<file path="config.mk">
export PLATFORM = sky130hd
export DESIGN_NAME = nec_ir_receiver
export DESIGN_NICKNAME = d
export VERILOG_FILES = /design/src/rtl/nec_ir_receiver.sv
export SDC_FILE = /design/constraint.sdc
export NUM_CORES = 1
export LEC_CHECK = 0
export CORE_MARGIN = 1
export CORE_UTILIZATION = 45
export CTS_CLUSTER_DIAMETER = 80
export DETAILED_ROUTE_END_ITERATION = 8
export GPL_ROUTABILITY_DRIVEN = 0
export SETUP_SLACK_MARGIN = 0.15
export SLEW_MARGIN = 5
export SYNTH_ARGS = -nofsm -noshare
export SYNTH_HDL_FRONTEND = slang
export SYNTH_SLANG_ARGS = --single-unit
export TNS_END_PERCENT = 10
</file>
<file path="constraint.sdc">
create_clock -name clk -period 6.7 [get_ports clk]
set_input_delay 1.005 -clock clk [delete_from_list [all_inputs] [get_ports clk]]
set_output_delay 1.005 -clock clk [all_outputs]
set_load 0.05 [all_outputs]
</file>
<file path="src/rtl/nec_ir_receiver.sv">
`timescale 1ns/1ps
`default_nettype none
// +--------------------------------------------------------------------------+
// | Module      : nec_ir_receiver                                            |
// | Description : NEC IR frame receiver. Synchronises and deglitches the     |
// |               envelope, times marks/spaces and checks inverse bytes.     |
// |               Optional repeat-code support: define NEC_REPEAT_EN.        |
// | Revision    : 1.0 - initial release                                      |
// +--------------------------------------------------------------------------+
module nec_ir_receiver #(
  parameter int CLK_FREQ      = 125_000_000,
  parameter int TOL_PCT       = 25,
  parameter int GLITCH_CYCLES = 16
) (
  input  logic       clk,
  input  logic       rst_n,
  input  logic       ir_in,
  output logic [7:0] addr,
  output logic [7:0] cmd,
  output logic       valid,
  output logic       frame_err,
  output logic       busy,
  output logic       rpt
);

  function automatic logic [63:0] f_win(input logic [63:0] us, input int pct);
    logic [63:0] nom;
    nom = us * 64'(CLK_FREQ) / 64'd1_000_000;
    return nom * 64'(pct) / 64'd100;
  endfunction

  localparam int c_lo = 100 - TOL_PCT;
  localparam int c_hi = 100 + TOL_PCT;
  localparam logic [63:0] c_lm_max_w = f_win(64'd9000, c_hi);
  localparam int c_cw = $clog2(c_lm_max_w + 64'd2);
  localparam int c_gw = $clog2(GLITCH_CYCLES) + 1;

  typedef logic [c_cw-1:0] cnt_t;
  typedef logic [c_gw-1:0] gcnt_t;

  localparam cnt_t c_lm_min = cnt_t'(f_win(64'd9000, c_lo));
  localparam cnt_t c_lm_max = cnt_t'(c_lm_max_w);
  localparam cnt_t c_ls_min = cnt_t'(f_win(64'd4500, c_lo));
  localparam cnt_t c_ls_max = cnt_t'(f_win(64'd4500, c_hi));
  localparam cnt_t c_bm_min = cnt_t'(f_win(64'd562, c_lo));
  localparam cnt_t c_bm_max = cnt_t'(f_win(64'd562, c_hi));
  localparam cnt_t c_b0_min = cnt_t'(f_win(64'd562, c_lo));
  localparam cnt_t c_b0_max = cnt_t'(f_win(64'd562, c_hi));
  localparam cnt_t c_b1_min = cnt_t'(f_win(64'd1687, c_lo));
  localparam cnt_t c_b1_max = cnt_t'(f_win(64'd1687, c_hi));
  localparam cnt_t c_sm_min = cnt_t'(f_win(64'd562, c_lo));
  localparam cnt_t c_sm_max = cnt_t'(f_win(64'd562, c_hi));
`ifdef NEC_REPEAT_EN
  localparam cnt_t c_rs_min = cnt_t'(f_win(64'd2250, c_lo));
  localparam cnt_t c_rs_max = cnt_t'(f_win(64'd2250, c_hi));
`endif

  function automatic logic f_in(input cnt_t d, input cnt_t lo, input cnt_t hi);
    return (d >= lo) && (d <= hi);
  endfunction

  typedef enum logic [2:0] {
    S_IDLE       = 3'd0,
    S_LEAD_MARK  = 3'd1,
    S_LEAD_SPACE = 3'd2,
    S_BIT_MARK   = 3'd3,
    S_BIT_SPACE  = 3'd4,
`ifdef NEC_REPEAT_EN
    S_RPT_STOP   = 3'd6,
`endif
    S_STOP_MARK  = 3'd5
  } state_t;

  logic [1:0]  r_sync;
  logic        r_filt;
  logic        r_filt_d;
  gcnt_t       r_gcnt;
  cnt_t        r_cnt;
  state_t      r_state;
  state_t      w_state_nxt;
  logic [31:0] r_shift;
  logic [31:0] w_shift_nxt;
  logic [5:0]  r_bit_cnt;
  logic [5:0]  w_bit_cnt_nxt;
  logic        r_valid;
  logic        r_err;
  logic [7:0]  r_addr;
  logic [7:0]  r_cmd;
  logic        w_valid_nxt;
  logic        w_err_nxt;
  logic        w_rise;
  logic        w_fall;
  logic        w_edge;
  logic        w_bit1;
  logic        w_inv_ok;

  // Filter comes out of reset high, so a line already high is not seen as a rising edge.
  always_ff @(posedge clk or negedge rst_n) begin
    if (!rst_n) begin
      r_sync   <= 2'b11;
      r_filt   <= 1'b1;
      r_filt_d <= 1'b1;
      r_gcnt   <= '0;
    end else begin
      r_sync   <= {r_sync[0], ir_in};
      r_filt_d <= r_filt;
      if (r_sync[1] == r_filt) begin
        r_gcnt <= '0;
      end else if (r_gcnt == gcnt_t'(GLITCH_CYCLES - 1)) begin
        r_filt <= r_sync[1];
        r_gcnt <= '0;
      end else begin
        r_gcnt <= r_gcnt + 1'b1;
      end
    end
  end

  assign w_rise   = r_filt & ~r_filt_d;
  assign w_fall   = ~r_filt & r_filt_d;
  assign w_edge   = r_filt ^ r_filt_d;
  assign w_bit1   = f_in(r_cnt, c_b1_min, c_b1_max);
  assign w_inv_ok = (r_shift[23:16] == ~r_shift[31:24]) && (r_shift[7:0] == ~r_shift[15:8]);

`ifdef NEC_REPEAT_EN
  logic r_rpt;
  logic r_seen_good;
  logic w_rpt_nxt;
`endif

  always_comb begin
    w_state_nxt   = r_state;
    w_shift_nxt   = r_shift;
    w_bit_cnt_nxt = r_bit_cnt;
    w_valid_nxt   = 1'b0;
    w_err_nxt     = 1'b0;
`ifdef NEC_REPEAT_EN
    w_rpt_nxt     = 1'b0;
`endif
    case (r_state)
      S_IDLE: if (w_rise) w_state_nxt = S_LEAD_MARK;
      S_LEAD_MARK: begin
        if (w_fall) begin
          if (f_in(r_cnt, c_lm_min, c_lm_max)) w_state_nxt = S_LEAD_SPACE;
          else                                  w_err_nxt   = 1'b1;
        end else if (r_cnt > c_lm_max) w_err_nxt = 1'b1;
      end
      S_LEAD_SPACE: begin
        if (w_rise) begin
          if (f_in(r_cnt, c_ls_min, c_ls_max)) begin
            w_state_nxt   = S_BIT_MARK;
            w_bit_cnt_nxt = '0;
          end
`ifdef NEC_REPEAT_EN
          else if (f_in(r_cnt, c_rs_min, c_rs_max)) w_state_nxt = S_RPT_STOP;
`endif
          else w_err_nxt = 1'b1;
        end else if (r_cnt > c_ls_max) w_err_nxt = 1'b1;
      end
      S_BIT_MARK: begin
        if (w_fall) begin
          if (f_in(r_cnt, c_bm_min, c_bm_max)) w_state_nxt = S_BIT_SPACE;
          else                                  w_err_nxt   = 1'b1;
        end else if (r_cnt > c_bm_max) w_err_nxt = 1'b1;
      end
      S_BIT_SPACE: begin
        if (w_rise) begin
          if (w_bit1 || f_in(r_cnt, c_b0_min, c_b0_max)) begin
            w_shift_nxt   = {r_shift[30:0], w_bit1};
            w_bit_cnt_nxt = r_bit_cnt + 6'd1;
            w_state_nxt   = (r_bit_cnt == 6'd31) ? S_STOP_MARK : S_BIT_MARK;
          end else w_err_nxt = 1'b1;
        end else if (r_cnt > c_b1_max) w_err_nxt = 1'b1;
      end
      S_STOP_MARK: begin
        if (w_fall) begin
          if (f_in(r_cnt, c_sm_min, c_sm_max) && w_inv_ok) begin
            w_valid_nxt = 1'b1;
            w_state_nxt = S_IDLE;
          end else w_err_nxt = 1'b1;
        end else if (r_cnt > c_sm_max) w_err_nxt = 1'b1;
      end
`ifdef NEC_REPEAT_EN
      S_RPT_STOP: begin
        if (w_fall) begin
          if (f_in(r_cnt, c_sm_min, c_sm_max) && r_seen_good) begin
            w_rpt_nxt   = 1'b1;
            w_state_nxt = S_IDLE;
          end else w_err_nxt = 1'b1;
        end else if (r_cnt > c_sm_max) w_err_nxt = 1'b1;
      end
`endif
      default: w_state_nxt = S_IDLE;
    endcase
    if (w_err_nxt) w_state_nxt = S_IDLE;
  end

  always_ff @(posedge clk or negedge rst_n) begin
    if (!rst_n) begin
      r_state   <= S_IDLE;
      r_cnt     <= '0;
      r_shift   <= '0;
      r_bit_cnt <= '0;
      r_valid   <= 1'b0;
      r_err     <= 1'b0;
      r_addr    <= '0;
      r_cmd     <= '0;
    end else begin
      r_state   <= w_state_nxt;
      r_shift   <= w_shift_nxt;
      r_bit_cnt <= w_bit_cnt_nxt;
      r_valid   <= w_valid_nxt;
      r_err     <= w_err_nxt;
      if (w_edge)            r_cnt <= '0;
      else if (r_cnt != '1) r_cnt <= r_cnt + 1'b1;
      if (w_valid_nxt) begin
        r_addr <= r_shift[31:24];
        r_cmd  <= r_shift[15:8];
      end
    end
  end

`ifdef NEC_REPEAT_EN
  always_ff @(posedge clk or negedge rst_n) begin
    if (!rst_n) begin
      r_rpt       <= 1'b0;
      r_seen_good <= 1'b0;
    end else begin
      r_rpt <= w_rpt_nxt;
      if (w_valid_nxt) r_seen_good <= 1'b1;
    end
  end
  assign rpt = r_rpt;
`else
  assign rpt = 1'b0;
`endif

  assign addr      = r_addr;
  assign cmd       = r_cmd;
  assign valid     = r_valid;
  assign frame_err = r_err;
  assign busy      = (r_state != S_IDLE);

endmodule
`default_nettype wire
</file>
# After elaboration in Yosys (flattened, before gate mapping)
# Index checks and enable logic that the tools add are counted.
[word_totals]
ff_bits = 89
in_bits = 3
out_inout_bits = 20
word_cells = 117
[classes]
add_sub_neg = 3
magnitude_cmp = 12
n_eq_ne = 26
muxes = 41
bitwise = 8
n_reduce_logical = 15
[ops]
columns = ["operator", "n"]
rows = [
  ["21-bit 2-to-1 mux", 2],
  ["3-bit 2-to-1 mux", 13],
  ["3-bit != test (second input constant)", 11],
  ["6-bit 2-to-1 mux", 4],
  ["21-bit by 1-bit adder with 21-bit output (second input constant)", 1],
  ["21-bit by 16-bit >= comparator with 1-bit output (second input constant)", 1],
  ["21-bit by 18-bit >= comparator with 1-bit output (second input constant)", 1],
  ["21-bit by 19-bit >= comparator with 1-bit output (second input constant)", 1],
  ["21-bit by 20-bit >= comparator with 1-bit output (second input constant)", 1],
  ["21-bit by 17-bit greater-than comparator with 1-bit output (second input constant)", 1],
  ["21-bit by 19-bit greater-than comparator with 1-bit output (second input constant)", 1],
  ["21-bit by 20-bit greater-than comparator with 1-bit output (second input constant)", 1],
  ["21-bit greater-than comparator (second input constant)", 1],
  ["21-bit by 17-bit <= comparator with 1-bit output (second input constant)", 1],
  ["21-bit by 19-bit <= comparator with 1-bit output (second input constant)", 1],
  ["21-bit by 20-bit <= comparator with 1-bit output (second input constant)", 1],
  ["21-bit <= comparator (second input constant)", 1],
  ["21-bit != test (second input constant)", 1],
  ["3-bit case mux with 6 select lines", 1],
  ["1-bit 2-to-1 mux", 17],
  ["8-bit equality test", 2],
  ["8-bit inverter", 2],
  ["6-bit case mux with 2 select lines", 1],
  ["11-bit AND reduction", 1],
  ["22 further kinds", 37],
]

# Depth between registers and ports, before layout
# Gate-level depths: netlist of the first run.
[depth]
word_depth = 9
depth_mapped = 13
depth_no_buf = 10

# Least setup slack after synthesis of the first run
# No wires, ideal clock.
[synth_timing]
path_type = "reg-to-reg"
from = "register r_cnt[8]"
to = "register r_shift[1]"
setup_ps = 125
arrival_ps = 2571
t_required_ps = 6575
setup_slack_ps = 4004
path_stages_with_launch = 11
n_path_buf = 3
period_less_slack_ps = 2696
cell_sequence = "dfrtp_1 > buf_2 > a31o_1 > a2111oi_2 > o41ai_1 > a211o_1 > and2_1 > or3_1 > buf_6 > buf_6 > mux2_4"
[synth_via]
elab_chain_cells = 4
elab_cells_between_ends = 8
classes_between = "order compare (4); reduce/logical (4)"
[synth_lines]
columns = ["item", "line", "source"]
rows = [
  ["from (decl)", "78", "cnt_t r_cnt;"],
  ["from (signal assigned)", "214", "else if (r_cnt != '1) r_cnt <= r_cnt + 1'b1;"],
  ["21-bit by 18-bit >= comparator with 1-bit output, or another cell as far along", "59", "return (d >= lo) && (d <= hi);"],
  ["1-bit logical AND", "59", ""],
  ["1-bit logical OR *", "167", "if (w_bit1 || f_in(r_cnt, c_b0_min, c_b0_max)) begin"],
  ["3-bit AND reduction (no source line) *", "--", ""],
  ["to (signal assigned)", "209", "r_shift <= w_shift_nxt;"],
  ["to (decl)", "81", "logic [31:0] r_shift;"],
]
# Mark *: on every way between the ends. The rest lies on a longest branch, timed or not.
# A chain may end at the register's enable or synchronous reset.

# Worst setup path in the final report of the first run
[layout_timing]
from = "register r_cnt[12]"
to = "register r_shift[13]"
# The elaborated chain is that of the path after synthesis.

==> results by group, run 1 <==
Run status
  • Status: completed

Job
  • Max_cap viols: 0

Worst hold path
  • Worst hold path stage count: 0
  • Hold Path Class: flip-flop to flip-flop
  • Worst Hold Launch: r_sync[0]$_DFF_PN1_
  • Hold Path End: r_sync[1]$_DFF_PN1_

Power
  • Max IR drop VDD: between 0.1 and 0.15 mV
  • PD cells: about 220 nW/um2
  • Leakage: approximately 2.6 nW

Final layout
  • Antenna Cells: 0
  • Design area: around 5600 um2
  • Fin util: 0.5128
  • Layout cell share with drive strength beyond 1: 0.1545
  • Area grow syn2layout: 10.45%
  • Final #Nets: 510

Setup path
  • CP max FO: 37
  • CP Capture Type: flip-flop
  • Reg-to-Reg End: r_shift[13]$_DFFE_PN0P_
  • Worst R2R Start: r_cnt[12]$_DFFE_PN0P_
  • R2R Setup Slk: ~3.2 ns
  • R2R depth: 7
  • Worst Path Arrival: 3.77 ns
  • Crit path kind: flip-flop to flip-flop
  • CP startpoint kind: flip-flop
  • CP required: about 6.9 ns

Yosys
  • Cells after Synth: slightly below 500
  • Number of synthesized flops with an enable pin: 0
  • Simple logic cell fraction of the synthesized area: 0.1907
  • Netlist cell types: 64
  • Mean Syn Cell Area: between 10 and 15 um2
  • Most numerous cell in the Yosys netlist: dfrtp_1
  • Top cells by area, synth: dfrtp_1 42%, mux2_4 7.4%, mux2_2 5.1%
  • Compound-Gate Fraction of Synth Area: 0.1190
  • Synthesized cell area: 5077 um2
  • Mux contribution to synthesized area: 0.1269
  • Sequential element share of the synthesized area: 0.4396
  • Xor/xnor share of the synthesized area: 0.05865
  • Post-Syn Nets: between 500 and 600
  • Post-synth top area cell: dfrtp_1
  • Most common flop cell mapped by yosys: dfrtp_1
  • Most instantiated cells after synthesis: 85 x dfrtp_1, 44 x nor2_1, 39 x nand2_1
  • Largest family of logic cells by synthesized area: simple AND/OR/NAND/NOR gates
  • Share of the synthesized area in the top cell type: 0.4189
  • Post-Synth Adder-Cell Area: 0.01725
  • Ys async rst share: 1.000
  • Syn. warnings: 0
  • Yosys reg bits: slightly below 90

Routing
  • Met3 wire length: 590 um
  • 1st-iter DRT viols: approximately 300
  • Top layer used by detailed routing: met4
  • Wl on met1: between 5 and 6 mm
  • DRC viols: 0
  • Routed Antenna Nets: 0
  • Vias per std cell: just under 6
  • Via count: 3817
  • Drt first pass iters: 5
  • WL met2: between 4 and 5 mm
  • DR WL/cell: between 15 and 20 um
  • Final WL: approximately 11 mm

Clock network
  • Clock root cell: clkbuf_16
  • Max Root-Sink Buffers: 2
  • H-tree levels: 3
  • CTS tree: done
  • Cts hold-fix bufs: 0
  • CTS Sinks: 89
  • CTS resizes: 0
  • Postcts setup bufs: 0
  • Clock buffer count from CTS: 9
  • Worst-Skew Late Latency: roughly 0.34 ns
  • Worst-path clk slew: about 0.060 ns

Global route
  • Vias in the first global route: about 3800
  • Largest net degree at the start of global routing: 57
  • Gr ovfl total: 0
  • GRT Util Overall: 0.2118
  • First-pass GRT wire length: approximately 19 mm
  • Initial antenna violation count: 0

Timing
  • Max-slew violations: 0
  • Worst Max-Slew Pin Slew: approximately 1.0 ns
  • RSZ-0062 raised after global routing: false
  • Tmin final: 3.548 ns
  • Final TNS setup: 0 ns
  • Setup violators final: 0
  • Worst Skew: roughly 0.0067 ns
  • Max Freq: roughly 280 MHz
  • Fin. Hold Viols: 0
  • Worst slew margin: 0.3224
  • Fin crit share: 0.5295

Place
  • DP HPWL: ~7.6 mm
  • IO buf count: 21
  • Area after DPL: approximately 5300 um2

Die
  • IO Count: 23
  • Area of the core: 10940 um2
  • Site Rows: 38
  • Die width: about 110 um
  • Initial Utilization: 0.4643
  • Die H: 108.2 um
  • Die area: about 12000 um2
[worst max-delay path, cell delays in order, from the launching register on]
cell	delay (ns)
dfrtp_1	0.56
or3_4	0.47
a2111oi_2	0.29
o41ai_1	0.22
a211o_1	0.39
and2_1	0.18
or3_2	0.85
mux2_4	0.45
[area by class of cell]
type / count / area (um2)
Tap cell: 140 / 175.2
Multi-Input combinational cell: 361 / 2608
Inverter: 15 / 56.30
Fill cell: 1004 / 5328
Sequential cell: 89 / 2232
Clock buffer: 11 / 242.7
Clock inverter: 5 / 63.81
Timing Repair Buffer: 24 / 230.2
[stage by stage]
step	setup WS [ns]	total power, W	cells	hold WS (ns)
final	3.152	0.001234	645	0.3587
after CTS	3.179	0.001250	645	0.3565
after floorplan	4.004	0.0006948	496	0.3452
after detailed placement	3.197	0.0007253	629	0.3473
after global routing	2.984	0.001297	645	0.3657
after global placement	3.233	0.0007238	629	0.3465
[kinds of logic after synthesis]
kind of cell / count (synthesis)
xor+xnor: 34
flops: 89
mux: 49
buf+inv: 46
compound gates: 88
other cells: 1
simple gates: 182
fa+ha+maj: 7
[layer usage]
metal,global-route usage,vias up
li1,-,1811
met1,0.3045,1876
met2,0.2985,113
met3,0.04461,17
met4,0.1076,0
met5,0,-
[report_power, final]
group / switching (W) / total [W] / internal, W
logic: 0.0000545 / 0.0000975 / 0.0000430
registers: 0.0000638 / 0.000620 / 0.000556
clock network: 0.000215 / 0.000517 / 0.000303
[layout by cell type, fill, tap and decap left out, drive strengths merged, types with 7 or more instances in the layout]
cell           synthesis  layout
dfrtp                 85      85
mux2                  48      48
nor2                  44      44
nand2                 39      39
xor2                  27      27
o21ai                 24      24
clkdlybuf4s50          0      20
nand4                 19      19
nand3                 15      15
inv                   14      15
a21oi                 14      14
clkbuf                 7      11
nor4                  10      10
or3                    9       9
nor3                   8       8
a211o                  7       7
nand2b                 7       7
xnor2                  7       7
ha                     7       7
[sequential cells by signal (all words and copies together), names as in the netlist]
signal and cells:
r_bit_cnt 6, r_sync 2, addr 8, frame_err 1, r_gcnt 5, r_filt_d 1
r_state 3, valid 1, cmd 8, r_shift 32, r_filt 1, r_cnt 21
[how the worst max path moves through the flow]
stage                     startpoint                       to  slack, ns  depth (start not counted)
2_1_floorplan   r_cnt[8]$_DFFE_PN0P_   r_shift[1]$_DFFE_PN0P_       4.00                         10
3_3_place_gp   r_cnt[12]$_DFFE_PN0P_  r_shift[11]$_DFFE_PN0P_       3.23                          7
3_5_place_dp   r_cnt[12]$_DFFE_PN0P_   r_shift[2]$_DFFE_PN0P_       3.20                          7
4_1_cts        r_cnt[12]$_DFFE_PN0P_  r_shift[13]$_DFFE_PN0P_       3.18                          7
5_1_grt        r_cnt[12]$_DFFE_PN0P_  r_shift[13]$_DFFE_PN0P_       2.98                          7
6_report       r_cnt[12]$_DFFE_PN0P_  r_shift[13]$_DFFE_PN0P_       3.15                          7
No activity file was read; power rests on OpenSTA's default activity.
==> run 2, diff against run 1 <==
Clock period 6.7 ns to 3.7 ns, I/O delays scaled along.
==> run 2 against run 1 <==
  * Setup slack worse by 2.8 ns
  * Wire length down 0.88%
  * Final cell count up 0.31%
  * Hold slack worse by 0.19 ns
  * Register-to-register slack worse by 2.8 ns
  * Die area unchanged
  * Sequential share of layout area down 0.25 points
  * Non-clock buffer count up 3
  * Global-route usage down 0.34 points
  * Critical path depth up 1
  * Clock power up 92%
  * Utilization up 0.32 points
  * Largest cell class unchanged
  * Highest routed layer unchanged
==> results by group, run 2 (synthesized netlist as in run 1, its figures left out) <==
Power
  • Seq pwr share: 0.490 (-0.012)
  • Clk pwr share: 0.433 (+0.014)
  • Internal: 0.001694 W (+88%)
  • Max IR drop VDD: 0.3047 mV (+110%)
  • Comb pwr share: 0.077 (-0.002)
  • Net Sw Frac: 0.2603 (-0.009426)
  • Pwr Total: 0.002290 W (+86%)
  • PD cells: 405.8 nW/um2 (+84%)
  • Leakage: 2.579 nW (+0.59%)
  • Sw Pwr: 0.0005960 W (+79%)

Final layout
  • Commonest non-fill, non-tap cell in the layout: dfrtp_1
  • Commonest non-fill, non-tap cells in the layout: 85 x dfrtp_1, 44 x nor2_1, 39 x nand2_1
  • Max FFs per register: 32 (unchanged)
  • Top Registers: r_shift (32), r_cnt (21)
  • Final #Nets: 513 (+0.59%)
  • Post-Layout Cell Count: 647 (+0.31%)
  • Fin util: 0.5160 (+0.003203)
  • Layout cell share with drive strength beyond 1: 0.1578 (+0.003335)
  • Largest Register: r_shift
  • Area grow syn2layout: 11.14%
  • Antenna Cells: 0 (unchanged)

Routing
  • 1st-iter DRT viols: 282 (-6.9%)
  • Drt first pass iters: 5 (unchanged)
  • DRC viols: 0 (unchanged)
  • Vias per std cell: 5.856 (-1.0%)
  • Via count: 3789 (-0.73%)
  • DR WL/cell: 17.06 um (-1.2%)
  • Final WL: 11.04 mm (-0.88%)
  • Routed Antenna Nets: 0 (unchanged)

Setup path
  • CP startpoint kind: flip-flop
  • Crit path kind: flip-flop to flip-flop
  • Delay-heaviest family, CP: simple AND/OR/NAND/NOR gates
  • Levels on crit path: 8 (+1)
  • Worst Path Arrival: 3.60 ns (-0.17 ns)
  • CP max FO: 37 (unchanged)
  • Largest stage delay on the critical path: 0.61 ns (-0.24 ns)
  • Max stage delay cell, worst path: or4_1
  • CP Capture Type: flip-flop
  • Buf+Inv Stages, Crit Path: 1 (+1)
  • CP required: 3.93 ns (-3.00 ns)
  • CP cell instances: or4_1 > nor3_2 > a41oi_1 > a211o_1 > and2_1 > or3_2 > buf_4 > mux2_4
  • R2R depth: 8 (+1)

Timing
  • Final TNS setup: 0 ns (unchanged)
  • Fin. Hold Viols: 0 (unchanged)
  • Max Freq: 297.2 MHz (+5.5%)
  • Tmin final: 3.364 ns (-0.1836 ns)
  • Worst slew margin: 0.5263 (+0.2039)
  • Worst Skew: 0.006553 ns (-0.0001476 ns)
  • Max-slew violations: 0 (unchanged)
  • RSZ-0062 raised after global routing: false
  • Fin crit share: 0.9093 (+0.3797)
  • Setup violators final: 0 (unchanged)
  • Worst Max-Slew Pin Slew: 0.7014 ns (-0.3150 ns)

Global route
  • Largest net degree at the start of global routing: 39 (-32%)
  • GRT Util Overall: 0.2085 (-0.003358)
  • Initial antenna violation count: 0 (unchanged)
  • Vias in the first global route: 3656 (-2.8%)
  • Gr ovfl total: 0 (unchanged)
  • First-pass GRT wire length: 18.58 mm (-2.3%)

Clock network
  • Clock buffer count from CTS: 9 (unchanged)
  • Cts hold-fix bufs: 0 (unchanged)
  • Worst-Skew Late Latency: 0.35 ns (about the same)
  • Clock root cell: clkbuf_16
  • CTS resizes: 0 (unchanged)
  • H-tree levels: 3 (unchanged)
  • Postcts setup bufs: 0 (unchanged)
  • Max Root-Sink Buffers: 2 (unchanged)
  • CTS tree: done
  • Worst-path clk slew: 0.06 ns (about the same)
  • CTS Sinks: 89 (unchanged)

Place
  • IO buf count: 21 (unchanged)
  • DP HPWL: 7.581 mm (-0.34%)
  • Placed insts: 632 (+0.48%)

Die
  • Die H: 108.2 um (unchanged)
  • Initial Utilization: 0.4643 (unchanged)
  • Area of the core: 10940 um2 (unchanged)
  • IO Count: 23 (unchanged)
  • Die width: 108.2 um (unchanged)
  • Site Rows: 38 (unchanged)
  • Die area: 11710 um2 (unchanged)

Run status
  • Status: completed

Worst hold path
  • Hold Path Class: primary input to async pin

Job
  • Max_cap viols: 0 (unchanged)
==> run 2: cell type report <==
type                            instances  area, um2
Timing Repair Buffer                   27      252.7
Multi-Input combinational cell        361       2608
Clock inverter                          4      76.32
Sequential cell                        89       2232
Fill cell                            1021       5293
Inverter                               15      56.30
Clock buffer                           11      242.7
Tap cell                              140      175.2
==> run 2: metal layers <==
layer  vias up  track usage  share of wire
met2       109       0.3030           0.44
met5         -            0              0
met3        20      0.03315          0.050
li1       1808            -              -
met1      1852       0.3036           0.49
met4         0      0.09491          0.023
==> run 2: metrics by stage <==
step | cell area, um2 | setup slack (ns) | hold slack, ns
global placement | 5324 | 0.4374 | 0.3464
global route | 5643 | 0.1884 | 0.2188
finish | 5643 | 0.3357 | 0.1703
floorplan | 5077 | 1.004 | 0.2594
detailed placement | 5324 | 0.4013 | 0.3488
CTS | 5643 | 0.3912 | 0.1886
==> run 2: worst register-to-register path, cell delays in order (launching register included) <==
cell	delay, ns
dfrtp_1	0.57
or4_1	0.62
nor3_2	0.18
a41oi_1	0.23
a211o_1	0.38
and2_1	0.18
or3_2	0.40
buf_4	0.32
mux2_4	0.37
==> run 2: power groups by stage <==
| stage | logic [W] | clock network, W | registers [W] |
|---|---|---|---|
| after CTS | 0.000179 | 0.00102 | 0.00112 |
| after global routing | 0.000203 | 0.00105 | 0.00113 |
| final | 0.000176 | 0.000992 | 0.00112 |
| after detailed placement | 0.000179 | 0 | 0.00114 |
| after floorplan | 0.000208 | 0 | 0.00105 |
| after global placement | 0.000177 | 0 | 0.00114 |
==> run 2: worst paths after layout <==
check                                       from                       to  slack, ns
setup / recovery           r_cnt[12]$_DFFE_PN0P_  r_shift[21]$_DFFE_PN0P_       0.34
hold / removal                             rst_n     r_cnt[4]$_DFFE_PN0P_       0.17
setup reg to reg           r_cnt[12]$_DFFE_PN0P_  r_shift[21]$_DFFE_PN0P_       0.34
hold reg to reg              r_sync[0]$_DFF_PN1_      r_sync[1]$_DFF_PN1_       0.36
max in group asynchronous                  rst_n      r_sync[0]$_DFF_PN1_       2.76
min in group clk             r_sync[0]$_DFF_PN1_      r_sync[1]$_DFF_PN1_       0.36
